File: src/rtl/riscv_pkg.sv
// rtl/riscv_pkg.sv - shared RISC-V core widths, constants and types
package riscv_pkg;
  localparam int XLEN = 32;
  localparam int NREG = 32;
  localparam int AW   = $clog2(NREG);

  typedef logic [AW-1:0]   reg_addr_t;
  typedef logic [XLEN-1:0] xlen_t;

  localparam reg_addr_t REG_ZERO = '0;
endpackage

File: src/rtl/regfile_2r1w_if.sv
// rtl/regfile_2r1w_if.sv - decode/writeback port bundle for the register file
interface regfile_2r1w_if;
  import riscv_pkg::*;

  logic      we;
  logic      enable;
  reg_addr_t waddr;
  xlen_t     wdata;
  reg_addr_t raddr1;
  reg_addr_t raddr2;
  xlen_t     rdata1;
  xlen_t     rdata2;

  modport master (
    output we, enable, waddr, wdata, raddr1, raddr2,
    input  rdata1, rdata2
  );

  modport slave (
    input  we, enable, waddr, wdata, raddr1, raddr2,
    output rdata1, rdata2
  );
endinterface

File: src/rtl/regfile_cell.sv
// rtl/regfile_cell.sv - one XLEN-wide register entry with sync reset and load
module regfile_cell
  import riscv_pkg::*;
(
  input  logic  clk,
  input  logic  rst,
  input  logic  load,
  input  xlen_t d,
  output xlen_t q
);

  // Reset wins over a coincident load so a write during reset is dropped.
  always_ff @(posedge clk) begin
    if (rst) begin
      q <= '0;
    end else if (load) begin
      q <= d;
    end
  end

endmodule

File: src/rtl/regfile_2r1w.sv
// rtl/regfile_2r1w.sv - integer register file, two bypassed reads, one write
module regfile_2r1w
  import riscv_pkg::*;
(
  input  logic          Clk,
  input  logic          Reset,
  regfile_2r1w_if.slave rf
);

  logic  wr_en;
  xlen_t mem [NREG];

  assign wr_en  = rf.we && rf.enable;
  assign mem[0] = '0;

  for (genvar i = 1; i < NREG; i++) begin : g_cell
    logic load;
    assign load = wr_en && (rf.waddr == reg_addr_t'(i));

    regfile_cell u_cell (
      .clk  (Clk),
      .rst  (Reset),
      .load (load),
      .d    (rf.wdata),
      .q    (mem[i])
    );
  end

  // Index 0 is checked before bypass so a discarded write to x0 never leaks out.
  always_comb begin
    rf.rdata1 = '0;
    if (Reset || rf.raddr1 == REG_ZERO) begin
      rf.rdata1 = '0;
    end else if (wr_en && rf.waddr == rf.raddr1) begin
      rf.rdata1 = rf.wdata;
    end else begin
      rf.rdata1 = mem[rf.raddr1];
    end
  end

  always_comb begin
    rf.rdata2 = '0;
    if (Reset || rf.raddr2 == REG_ZERO) begin
      rf.rdata2 = '0;
    end else if (wr_en && rf.waddr == rf.raddr2) begin
      rf.rdata2 = rf.wdata;
    end else begin
      rf.rdata2 = mem[rf.raddr2];
    end
  end

endmodule

File: src/flat_wrapper.sv
// flat-port wrapper written by rule: the top's interface ports become plain ports
module regfile_2r1w_flat import riscv_pkg::*;
  (Clk, Reset, rf_we, rf_enable, rf_waddr, rf_wdata, rf_raddr1, rf_raddr2, rf_rdata1, rf_rdata2);
  regfile_2r1w_if rf_i ();
  input  logic Clk;
  input  logic Reset;
  input wire logic [$bits(rf_i.we)-1:0] rf_we;
  input wire logic [$bits(rf_i.enable)-1:0] rf_enable;
  input wire logic [$bits(rf_i.waddr)-1:0] rf_waddr;
  input wire logic [$bits(rf_i.wdata)-1:0] rf_wdata;
  input wire logic [$bits(rf_i.raddr1)-1:0] rf_raddr1;
  input wire logic [$bits(rf_i.raddr2)-1:0] rf_raddr2;
  output wire logic [$bits(rf_i.rdata1)-1:0] rf_rdata1;
  output wire logic [$bits(rf_i.rdata2)-1:0] rf_rdata2;
  assign rf_i.we = rf_we;
  assign rf_i.enable = rf_enable;
  assign rf_i.waddr = rf_waddr;
  assign rf_i.wdata = rf_wdata;
  assign rf_i.raddr1 = rf_raddr1;
  assign rf_i.raddr2 = rf_raddr2;
  assign rf_rdata1 = rf_i.rdata1;
  assign rf_rdata2 = rf_i.rdata2;
  regfile_2r1w u_core (.Clk(Clk), .Reset(Reset), .rf(rf_i));
endmodule
File: config.mk
export PLATFORM = sky130hd
export DESIGN_NAME = regfile_2r1w_flat
export DESIGN_NICKNAME = d
export VERILOG_FILES = /design/src/rtl/riscv_pkg.sv /design/src/rtl/regfile_2r1w_if.sv /design/src/rtl/regfile_cell.sv /design/src/rtl/regfile_2r1w.sv /design/src/flat_wrapper.sv
export SDC_FILE = /design/constraint.sdc
export NUM_CORES = 2
export LEC_CHECK = 0
export BUFFER_PORTS_ARGS = -buffer_cell sky130_fd_sc_hd__buf_2
export CORE_UTILIZATION = 40
export CTS_CLUSTER_DIAMETER = 30
export DETAILED_ROUTE_END_ITERATION = 6
export PLACE_DENSITY_LB_ADDON = 0.2
export SYNTH_ARGS = -nofsm -noshare
export SYNTH_HDL_FRONTEND = slang
export SYNTH_HIERARCHICAL = 1
export SYNTH_SLANG_ARGS = --single-unit
File: constraint.sdc
create_clock -name Clk -period 4.6 [get_ports Clk]
set_clock_uncertainty 0.2 [all_clocks]
set_input_delay 0.46 -clock Clk [delete_from_list [all_inputs] [get_ports Clk]]
set_output_delay 0.46 -clock Clk [all_outputs]
set_load 0.1 [all_outputs]
-- Word-level counts from Yosys, hierarchy flattened
Cells that the tools add are included.
- register bits after elaboration: 992
- bits of input ports: 51
- output and inout port bits: 64
- logic and storage cells: 116
- order comparisons: 2
- equality and inequality tests: 33
- multiplexer cells: 10
- bitwise gates (word level): 2
- reductions and logical operators: 38
- operators by type and width (kind ; number):
    32-bit binary-select mux with 5-bit select ; 2
    32-bit 2-to-1 mux ; 8
    5-bit equality test (second input constant) ; 16
    5-bit by 4-bit equality test with 1-bit output (second input constant) ; 8
    1-bit logical AND ; 34
    5-bit by 3-bit equality test with 1-bit output (second input constant) ; 4
    6-bit greater-or-equal comparator (second input constant) ; 2
    5-bit inverter with 6-bit output ; 2
    5-bit by 2-bit equality test with 1-bit output (second input constant) ; 2
    5-bit equality test ; 2
    5-bit logical NOT ; 2
    5-bit by 1-bit equality test with 1-bit output (second input constant) ; 1
    1-bit logical OR ; 2

-- Logic depth before layout (Yosys ltp)
- depth after elaboration: 6
- gate-level depth with buffers: 10
- mapped depth without buffers: 6

-- Hierarchy
Netlist, hierarchy kept.
- by module, submodules not included (module ; times used ; cells an instance ; area an instance (um^2) ; seq. area each (um^2)):
    regfile_cell ; 31 ; 103 ; 1163.6 ; 640.6
    regfile_2r1w ; 1 ; 1533 ; 16812.4 ; 0.0

-- Worst setup path before layout
OpenSTA, ideal clock, no wires.
- path kind: input port to output port
- start: input rf_raddr2[0]
- end: output rf_rdata2[16]
- data arrival time: 4.755 ns
- data required time: 3.940 ns
- slack: -0.815 ns
- stages on the path: 9
- buffers on the path: 4
- cell sequence: buf_2 buf_4 nor2b_1 buf_2 buf_1 a221oi_1 nor3_1 a211oi_1 o41ai_1
- word-level cells in the longest chain between the ends: 6
- elaborated cells on any way between the ends: 10
- classes of those cells: 1 x eq/ne; 5 x mux; 1 x bitwise; 3 x reduce/logical
- ends and longest elaborated chain (item ; RTL line ; RTL):
    start, declared ; flat_wrapper.sv:12 ; input wire logic [$bits(rf_i.raddr2)-1:0] rf_raddr2;
    5-bit inverter with 6-bit output (implied by the code) ; regfile_2r1w.sv:48 ; rf.rdata2 = mem[rf.raddr2];
    32-bit binary-select mux with 5-bit select ; regfile_2r1w.sv:48 ;
    32-bit 2-to-1 mux (implied by the code) (2 in series) ; regfile_2r1w.sv:48 ;
    32-bit 2-to-1 mux ; regfile_2r1w.sv:45 ; end else if (wr_en && rf.waddr == rf.raddr2) begin
    32-bit 2-to-1 mux (*) ; regfile_2r1w.sv:43 ; if (Reset || rf.raddr2 == REG_ZERO) begin
    end, declared ; flat_wrapper.sv:14 ; output wire logic [$bits(rf_i.rdata2)-1:0] rf_rdata2;
Mark *: on every way between the ends. The rest lies on a longest branch, timed or not. The select of a mux whose other input is x is not followed.

-- Worst setup path in the final report
- start: input Reset
- end: output rf_rdata2[13]
- word-level cells in the longest chain between the ends: 2
- ends and longest elaborated chain (item ; RTL line ; RTL):
    start, declared ; flat_wrapper.sv:6 ; input logic Reset;
    1-bit logical OR ; regfile_2r1w.sv:43 ;
    32-bit 2-to-1 mux ; regfile_2r1w.sv:43 ;
No other way between the ends.

==> results.py <==
metrics = {
    "worst_hold_path": {
        "whs_endpoint": "u_core/g_cell[18].u_cell/q[16]",
        "whs_path_depth": 3,
        "hold_class": "input pin to flop",
        "worstHoldStart": "rf_wdata[16]",
    },
    "timing": {
        "hold_viol": 0,
        "fmax_mhz": 246,
        "fin_ws_ps": 534,
        "worst_pin_slew_ps": 1140,
        "period_share_pct": 88.4,
        "whs_ps": 42.0,
        "rsz0062_at_grt": "no",
        "setup-violations-final": 0,
        "slew_headroom_pct": 23.5,
        "drv_slew": 0,
        "period_needed_ps": 4070,
        "tns_ps": 0,
    },
    "synthesis": {
        "dominantRegCellSynth": "dfxtp_1",
        "ys_seq_elements": 992,
        "yosysWarnings": 6,
        "yosysTopAreaCell": "dfxtp_1",
        "avgSynthCellArea_um2": 11.2,
        "syn-num-nets": 4777,
        "ys_async_sr_fraction_pct": 0,
        "synthTopCellsByArea": "dfxtp_1, mux2i_1, mux4_2, nor2_1, buf_12",
        "syn_area_um2": 52900,
        "synth_edf_count": 0,
        "synth.top_cell.area_share_pct": 37.6,
        "ys_seq_area_share_pct": 37.6,
        "netlist_instances": 4726,
        "ys_types": 55,
    },
    "routing": {
        "ant_nets": 0,
        "drt_wl_total_um": 197000,
        "drc": 0,
        "vias_per_cell": 6.02,
        "num_vias": 40800,
        "drt_iter0_drc": 4294,
        "wl_per_cell_um": 29.1,
        "drt-pass1-iter-count": 5,
    },
    "cells_and_area": {
        "fin_area_um2": 63000,
        "reg.largest.list": "u_core/g_cell.u_cell/q x992",
        "regMostFlops": "u_core/g_cell.u_cell/q",
        "final_util_pct": 48.0,
        "nets": 4870,
        "layout.cells.non_filler": 6773,
        "drive_above_1_share_pct": 24.8,
        "areaGrowthSynthToFinish_pct": 19.2,
        "largest_reg_flops": 992,
    },
    "worst_setup_path": {
        "rr_worst_depth": 2,
        "endpoint_kind": "output port",
        "critical_path_buf_inv_count": 5,
        "worstReg2RegEnd": "u_core/g_cell[9].u_cell/q[21]",
        "path_cells": "dlygate4sd3_1 > buf_8 > inv_1 > o31ai_1 > o21bai_4 > buf_4 > o41ai_1 > buf_12",
        "path_class": "input pin to output port",
        "r2r_start": "u_core/g_cell[9].u_cell/q[21]",
        "r2r_setup_slack_ps": 3710,
        "path_delay_family": "buffers and inverters",
        "start_kind": "input pin",
        "critPathRequiredTime_ps": 3940,
        "cpMaxStageDelayCell": "o41ai_1",
        "slowest_delay_ps": 990,
        "worst-path-max-fanout": 26,
        "crit_arrival_ps": 3410,
    },
    "global_routing": {
        "grt-busiest-layer": "met2",
        "use_met1_pct": 39.5,
        "first_global_vias": 39200,
        "grt_use_met2_pct": 44.8,
        "grt_max_degree": 178,
        "grt_pass1_wl_um": 284000,
        "overflow": 0,
        "met3_usage_pct": 6.49,
        "grt_use_total_pct": 29.1,
        "antenna_found_initial": 14,
    },
    "clock_network": {
        "root_buffer": "clkbuf_16",
        "cts.path.max_buffers": 3,
        "clk_transition_reported_paths_ps": 40,
        "clock-sinks": 992,
        "cts_made_buffers": 220,
        "cts_tree": "done",
        "clk_latency_ps": 810,
        "htree_levels": 4,
    },
    "die": {
        "pin_count": 115,
        "start_util_pct": 40.3,
        "die_area_um2": 134000,
        "chipHeight_um": 366,
        "core_um2": 131000,
        "dieWidth_um": 366,
        "placementRows": 133,
    },
    "place": {
        "place_inst": 6350,
        "gp_congestion": 0.871,
        "postPlaceCellArea_um2": 55100,
        "hpwl_um": 120000,
        "io_buffers": 114,
        "place_ws_ps": 775,
    },
    "pwr": {
        "peakVddDrop_mv": 0.360,
        "p_per_area_nw_per_um2": 432,
        "finalPower_mw": 27.2,
        "power_leakage_nw": 21.5,
    },
    "flow_run": {
        "drv_cap": 0,
    },
    "run_status": {
        "outcome": "finished, final reports clean",
    },
}
worst min-delay path, stage by stage:
cell and delay, ps:
buf_2 270, mux2i_1 210, nor2_1 50
area by class of cell:
type	count	area, µm²
Antenna cell	7	17.5
Clock buffer	284	6220
Clock inverter	130	1650
Fill cell	11900	68300
Inverter	4	15.0
Multi-Input combinational cell	3304	29700
Sequential cell	992	19900
Tap cell	1755	2200
Timing Repair Buffer	297	3320
cell usage after synthesis, types with 5 or more instances:
master	count
nand3b_1	5
nor3_1	15
o21ai_1	6
o22ai_1	100
nand2_1	93
buf_12	93
nand3_1	21
a31oi_1	23
buf_6	45
buf_2	63
buf_4	33
buf_1	17
a21oi_1	38
or4_1	23
mux2i_1	1103
nand2b_1	10
xnor2_1	7
o41ai_1	11
nor2_1	1102
dfxtp_1	992
mux4_2	415
a22oi_1	61
and2_1	14
clkbuf_1	172
a211oi_1	34
nor2b_1	15
o21ai_0	11
a221oi_1	43
a22o_1	15
o311ai_1	13
mux2_2	80
o311ai_0	8
cell usage in the layout, fill, tap and decap left out, types with 6 or more instances in the layout:
master / instances
mux2i_1: 1103
nor2_1: 1069
dfxtp_1: 992
mux4_2: 415
clkbuf_16: 229
buf_4: 146
o22ai_1: 100
buf_12: 93
nand2_1: 93
mux2_2: 80
a22oi_1: 61
buf_2: 49
clkinv_2: 47
a21oi_1: 38
a221oi_1: 34
bufinv_16: 33
a211oi_1: 33
nor2_4: 33
clkbuf_8: 29
clkbuf_1: 27
clkinvlp_4: 25
a31oi_1: 23
or4_1: 23
nand3_1: 21
clkinv_4: 16
a22o_1: 15
nor3_1: 14
and2_1: 13
o311ai_1: 13
o21ai_0: 11
nand2b_1: 10
nor2b_1: 10
a221oi_2: 9
o311ai_0: 8
diode_2: 7
inv_6: 7
xnor2_1: 7
o41ai_2: 6
o21ai_1: 6
how the worst max path moves through the flow:
stage / from / to / depth (start not counted)
after floorplan: rf_raddr2[0] / rf_rdata2[11] / 7
after global placement: rf_raddr2[1] / rf_rdata2[14] / 7
after detailed placement: rf_raddr1[2] / rf_rdata1[29] / 8
after CTS: Reset / rf_rdata2[13] / 8
after global routing: Reset / rf_rdata2[24] / 8
final: Reset / rf_rdata2[13] / 8
power by group:
group | internal, mW | switching (mW) | total, mW
Clock | 11.3 | 5.21 | 16.5
Sequential | 8.66 | 0.0266 | 8.68
Combinational | 0.603 | 1.43 | 2.03
layer usage:
layer | part of all wire, % | vias to the layer above
met5 | 0.014 | -
met3 | 8.6 | 419
li1 | - | 17600
met2 | 45 | 2015
met1 | 42 | 20700
met4 | 3.5 | 4
logic make-up after synthesis:
logic type,after synthesis,synth area share (%)
and+or+nand+nor,1312,9.88
AOI/OAI and AO/OA,384,5.16
muxes,1598,40.3
buffers and inverters,430,7.00
xor gates and xnor gates,10,0.166
DFF,992,37.6
what timing repair did:
item | in CTS | in global routing
gates resized for setup | 0 | 0
setup buffers | 0 | 0
endpoints found under the hold margin | 40 | 0
hold buffers | 2 | 0
Note: power is estimated with default switching activity, not from simulation.
